--- src/rtl/ins_prefetch.sv ---
// Instruction prefetch: sequential byte reads from program memory into a small
// FIFO, presented to the decoder with valid/ready; flush redirects fetching.
module ins_prefetch #(
    parameter int DEPTH       = 4,
    parameter int WAIT_CYCLES = 2
) (
    input  logic        clk,
    input  logic        reset,
    output logic [15:0] mem_addr,
    output logic        mem_rd,
    input  logic [7:0]  mem_data,
    output logic [7:0]  ins_byte,
    output logic [15:0] ins_pc,
    output logic        ins_valid,
    input  logic        ins_ready,
    input  logic        flush,
    input  logic [15:0] flush_pc
);

    localparam int            AW     = (DEPTH > 1) ? $clog2(DEPTH) : 1;
    localparam logic [2:0]    W_LAST = 3'(WAIT_CYCLES);
    localparam logic [AW:0]   FULL   = (AW+1)'(DEPTH);

    typedef enum logic {S_IDLE, S_READ} state_t;

    state_t        r_state;
    logic [15:0]   r_fetch_addr;
    logic [15:0]   r_mem_addr;
    logic          r_mem_rd;
    logic [2:0]    r_wcnt;
    logic [AW:0]   r_count;
    logic [AW-1:0] r_rd_ptr;
    logic [AW-1:0] r_wr_ptr;
    logic [7:0]    r_data [DEPTH];
    logic [15:0]   r_pc   [DEPTH];

    logic          w_push;
    logic          w_pop;
    logic [AW:0]   w_count_nxt;
    logic [15:0]   w_fetch_inc;

    assign ins_valid   = (r_count != '0);
    assign ins_byte    = r_data[r_rd_ptr];
    assign ins_pc      = r_pc[r_rd_ptr];
    assign mem_addr    = r_mem_addr;
    assign mem_rd      = r_mem_rd;

    assign w_push      = (r_state == S_READ) && (r_wcnt == W_LAST);
    assign w_pop       = ins_valid && ins_ready;
    assign w_count_nxt = r_count + (AW+1)'(w_push) - (AW+1)'(w_pop);
    assign w_fetch_inc = r_fetch_addr + 16'd1;

    always_ff @(posedge clk) begin
        if (reset) begin
            r_state      <= S_IDLE;
            r_fetch_addr <= 16'h0000;
            r_mem_addr   <= 16'h0000;
            r_mem_rd     <= 1'b0;
            r_wcnt       <= 3'd0;
            r_count      <= '0;
            r_rd_ptr     <= '0;
            r_wr_ptr     <= '0;
            for (int i = 0; i < DEPTH; i++) begin
                r_data[i] <= 8'h00;
                r_pc[i]   <= 16'h0000;
            end
        end else if (flush) begin
            // In-flight read is dropped; a handshake this cycle is simply consumed.
            r_state      <= S_IDLE;
            r_fetch_addr <= flush_pc;
            r_mem_rd     <= 1'b0;
            r_wcnt       <= 3'd0;
            r_count      <= '0;
            r_rd_ptr     <= '0;
            r_wr_ptr     <= '0;
        end else begin
            if (w_push) begin
                r_data[r_wr_ptr] <= mem_data;
                r_pc[r_wr_ptr]   <= r_fetch_addr;
                r_wr_ptr         <= r_wr_ptr + 1'b1;
            end
            if (w_pop)
                r_rd_ptr <= r_rd_ptr + 1'b1;
            r_count <= w_count_nxt;

            case (r_state)
                S_IDLE: begin
                    // Space is judged on the registered count, so a pop lands one cycle later.
                    if (r_count < FULL) begin
                        r_state    <= S_READ;
                        r_wcnt     <= 3'd0;
                        r_mem_rd   <= 1'b1;
                        r_mem_addr <= r_fetch_addr;
                    end
                end
                S_READ: begin
                    if (w_push) begin
                        r_fetch_addr <= w_fetch_inc;
                        r_wcnt       <= 3'd0;
                        if (w_count_nxt < FULL) begin
                            r_mem_addr <= w_fetch_inc;
                        end else begin
                            r_state  <= S_IDLE;
                            r_mem_rd <= 1'b0;
                        end
                    end else begin
                        r_wcnt <= r_wcnt + 3'd1;
                    end
                end
                default: begin
                    r_state  <= S_IDLE;
                    r_mem_rd <= 1'b0;
                end
            endcase
        end
    end

endmodule

--- config.mk ---
export PLATFORM = sky130hd
export DESIGN_NAME = ins_prefetch
export DESIGN_NICKNAME = d
export VERILOG_FILES = /design/src/rtl/ins_prefetch.sv
export SDC_FILE = /design/constraint.sdc
export NUM_CORES = 1
export LEC_CHECK = 0
export BUFFER_PORTS_ARGS = -buffer_cell sky130_fd_sc_hd__buf_2
export CORE_AREA = 2 2 119 121
export CTS_CLUSTER_DIAMETER = 100
export DETAILED_ROUTE_END_ITERATION = 16
export DIE_AREA = 0 0 121 123
export HOLD_SLACK_MARGIN = 0.06
export PLACE_DENSITY = 0.7
export SLEW_MARGIN = 0
export SYNTH_ARGS = -nofsm -noshare
export SYNTH_HDL_FRONTEND = slang
export SYNTH_SLANG_ARGS = --single-unit
export TNS_END_PERCENT = 100
--- constraint.sdc ---
create_clock -name clk -period 4.55 [get_ports clk]
set_input_delay 0.455 -clock clk [delete_from_list [all_inputs] [get_ports clk]]
set_output_delay 0.455 -clock clk [all_outputs]
set_load 0.05 [all_outputs]
==> results.toml <==
[status]
status = "complete, no violations"

[logic_synthesis]
synth-edff-count = 96
yosysMostFrequentCell = "edfxtp_1"
yosys-top-cells-area = "edfxtp_1, dfxtp_1, mux4_2, and2_1, xnor2_1"
synth-seq-cells = 142
synth_area_per_cell_um2 = 12.58
ys_async_sr_fraction_pct = 0
synthesis.area_um2 = 6619
ys_seq_area_share_pct = 57.47
ys_warn_count = 0
synth_ff_type = "edfxtp_1"
synthDistinctLibCells = 58
yosysTopAreaCell = "edfxtp_1"
yosys.area.top_type_share_pct = 43.55
synthesis.instances = 526
ys_top_cells_by_count = "edfxtp_1, and2_1, dfxtp_1"
synth_nets = 560

[detailed_routing]
ant_nets = 0
drt_iter0_markers = 338
drc = 0
drt-total-wl_um = 14490
dr.pass1.iters = 5
vias_per_cell = 5.673
routedWlPerCell_um = 18.82
num_vias = 4368

[placement]
place_hpwl_um = 8711
globalplace.congestion = 0.8001
dp_cells = 738
port_buffers = 69

[floorplanning]
initial_core_util_pct = 48.63
num_rows = 43
die-width_um = 121
io_pins = 70
die-area_um2 = 14880
fp.dieH_um = 123
core_area_um2 = 13610

[final_layout]
layoutNonFillerInstCount = 770
area_growth_pct = 15.29
n_antenna_cell = 0
nets = 611
drive_gt1_share_pct = 24.75

[power_and_ir_drop]
leakage_nw = 2.882
p_per_area_nw_per_um2 = 392.0
ir_worst_vdd_mv = 0.2393

[clock_network]
clock_path_buffers = 2
cts_sinks = 142
cts-htree-levels = 4
cts_hold_buf = 0
cts-root-buf = "clkbuf_16"
post_cts_resized = 0
cts_inserted_buffers = 17
path_clk_slew_ns = 0.06
clk_latency_ns = 0.42
tritoncts = "built"
cts_setup_buffers = 0

[worst_setup_path]
rrSetupSlack_ns = 0.95
critical_path.slowest_cell = "dfxtp_1"
crit_chain = "and3b_1 -> inv_1 -> ha_1 -> inv_1 -> ha_1 -> fa_1 -> xnor2_2 -> and4_4 -> or2_1 -> o221a_2"
cp-start-kind = "flip-flop"
cpPeakStageDelay_ns = 0.62
path_max_fanout = 16
worstPathArrival_ns = 3.96
cp.required_ns = 4.91
worstSetupEndpointType = "flip-flop"
r2r-end = "mem_addr[0]"
r2r.worst_path.cells = 10
r2r_start = "r_state"
path_class = "flip-flop to flip-flop"

[grt]
grt_usage_pct = 20.55
gr-total-overflow = 0
grt_pass1_wl_um = 22850
grt_pass1_vias = 4369
antenna_found_initial = 0
grt_max_degree = 32

[sta]
fmax_mhz = 277.9
fin_crit_sh_pct = 79.09
rsz0062_at_grt = "no"
tightest_slew_ns = 0.6973
finalHoldViolations = 0
drv_slew = 0
post-route-min-period_ns = 3.599
setup_viol = 0
finalSetupTns_ns = 0
fin_worst_skew_ns = 0.007306
slew_headroom_pct = 53.51

[min_path]
hold_end = "r_fetch_addr[2]"
worstHoldPathCells = 3
min_path_type = "input pin to flip-flop"
hp-start = "flush_pc[2]"

[run]
cap_violations = 0
critical path: cells and delay by family, from the launching register on:
| kind | cells | cell delay (ns) |
|---|---|---|
| xor gates and xnor gates | 1 | 0.36 |
| AOI/OAI and AO/OA | 1 | 0.28 |
| DFF | 1 | 0.62 |
| buffers and inverters | 2 | 0.17 |
| adders and majority gates | 3 | 0.93 |
| and+or+nand+nor | 3 | 1.19 |
report_power, final:
group	internal [mW]	leakage, nW	switching [mW]
Combinational	0.0647	1.25	0.150
Sequential	1.42	1.37	0.0439
Clock	0.799	0.262	0.508
how the worst max path moves through the flow:
stage | start | to | depth (start not counted)
final | r_state | mem_addr[0] | 10
after floorplan | r_wcnt[0] | r_data[1][0] | 6
after global routing | r_state | mem_addr[0] | 10
after global placement | r_state | mem_addr[0] | 10
after detailed placement | r_state | mem_addr[0] | 10
after CTS | r_state | mem_addr[0] | 10
layout make-up:
type / instances / area, um^2
repair buffers: 80 / 427.9
flip-flops and latches: 142 / 3804
clock buffers: 20 / 436.7
clock inverters: 12 / 120.1
well taps: 180 / 225.2
multi-input cells: 325 / 2576
fillers: 1135 / 5981
inverters: 11 / 41.29
metrics by stage:
| stage | utilization [%] | power (mW) | area, um^2 | setup WS [ns] | hold WS, ns |
|---|---|---|---|---|---|
| global route | 56.06 | 3.080 | 7631 | 0.7098 | 0.2858 |
| finish | 56.06 | 2.991 | 7631 | 0.9513 | 0.2896 |
| CTS | 56.06 | 3.010 | 7631 | 0.9711 | 0.2748 |
| global placement | 51.97 | 1.703 | 7074 | 1.159 | 0.4553 |
| floorplan | - | 1.641 | 6619 | 1.124 | 0.4492 |
| detailed placement | 51.97 | 1.709 | 7074 | 1.019 | 0.4737 |
per-layer routing:
layer  routed length, um  GRT usage [%]  vias to the layer above
li1                    -              -                     2050
met3                 834          4.889                       16
met2                6920          33.50                      163
met4                 192          6.759                        0
met5                   0              0                        -
met1                6545          27.25                     2139
sequential cells by signal (all words and copies together), names as in the netlist, named ones only:
signal / count
r_pc: 64
r_data: 32
mem_addr: 16
r_fetch_addr: 16
r_count: 3
r_wcnt: 3
r_rd_ptr: 2
r_wr_ptr: 2
mem_rd: 1
r_state: 1
kinds of logic after synthesis:
kind of cell | Yosys count | synth area share (%)
AOI/OAI and AO/OA | 66 | 7.562
xor gates and xnor gates | 26 | 3.554
adders and majority gates | 6 | 1.248
buffers and inverters | 59 | 3.988
DFF | 142 | 57.47
muxes | 25 | 8.318
and+or+nand+nor | 202 | 17.86
placed cells by master (no fill, tap or decap), types with 4 or more instances in the layout:
| cell type | Yosys | final |
|---|---|---|
| dfxtp_1 | 46 | 46 |
| buf_4 | 2 | 11 |
| nand3_1 | 4 | 4 |
| nor2_1 | 21 | 21 |
| or3_1 | 4 | 4 |
| and2_1 | 73 | 73 |
| ha_1 | 5 | 5 |
| nor3_1 | 18 | 17 |
| clkinv_1 | 2 | 7 |
| and3_1 | 23 | 23 |
| a21oi_1 | 14 | 14 |
| buf_2 | 7 | 69 |
| nand2_1 | 22 | 22 |
| edfxtp_1 | 96 | 96 |
| a211oi_2 | 4 | 4 |
| a211oi_1 | 12 | 12 |
| and4_1 | 4 | 4 |
| nor4_1 | 5 | 5 |
| nand4_1 | 5 | 5 |
| o31ai_1 | 11 | 10 |
| a311oi_1 | 5 | 5 |
| mux4_2 | 24 | 24 |
| xor2_1 | 7 | 7 |
| o21ai_0 | 6 | 6 |
| xnor2_1 | 18 | 18 |
| clkbuf_16 | 0 | 17 |
| inv_1 | 9 | 9 |
Note: power is estimated with default switching activity, not from simulation.
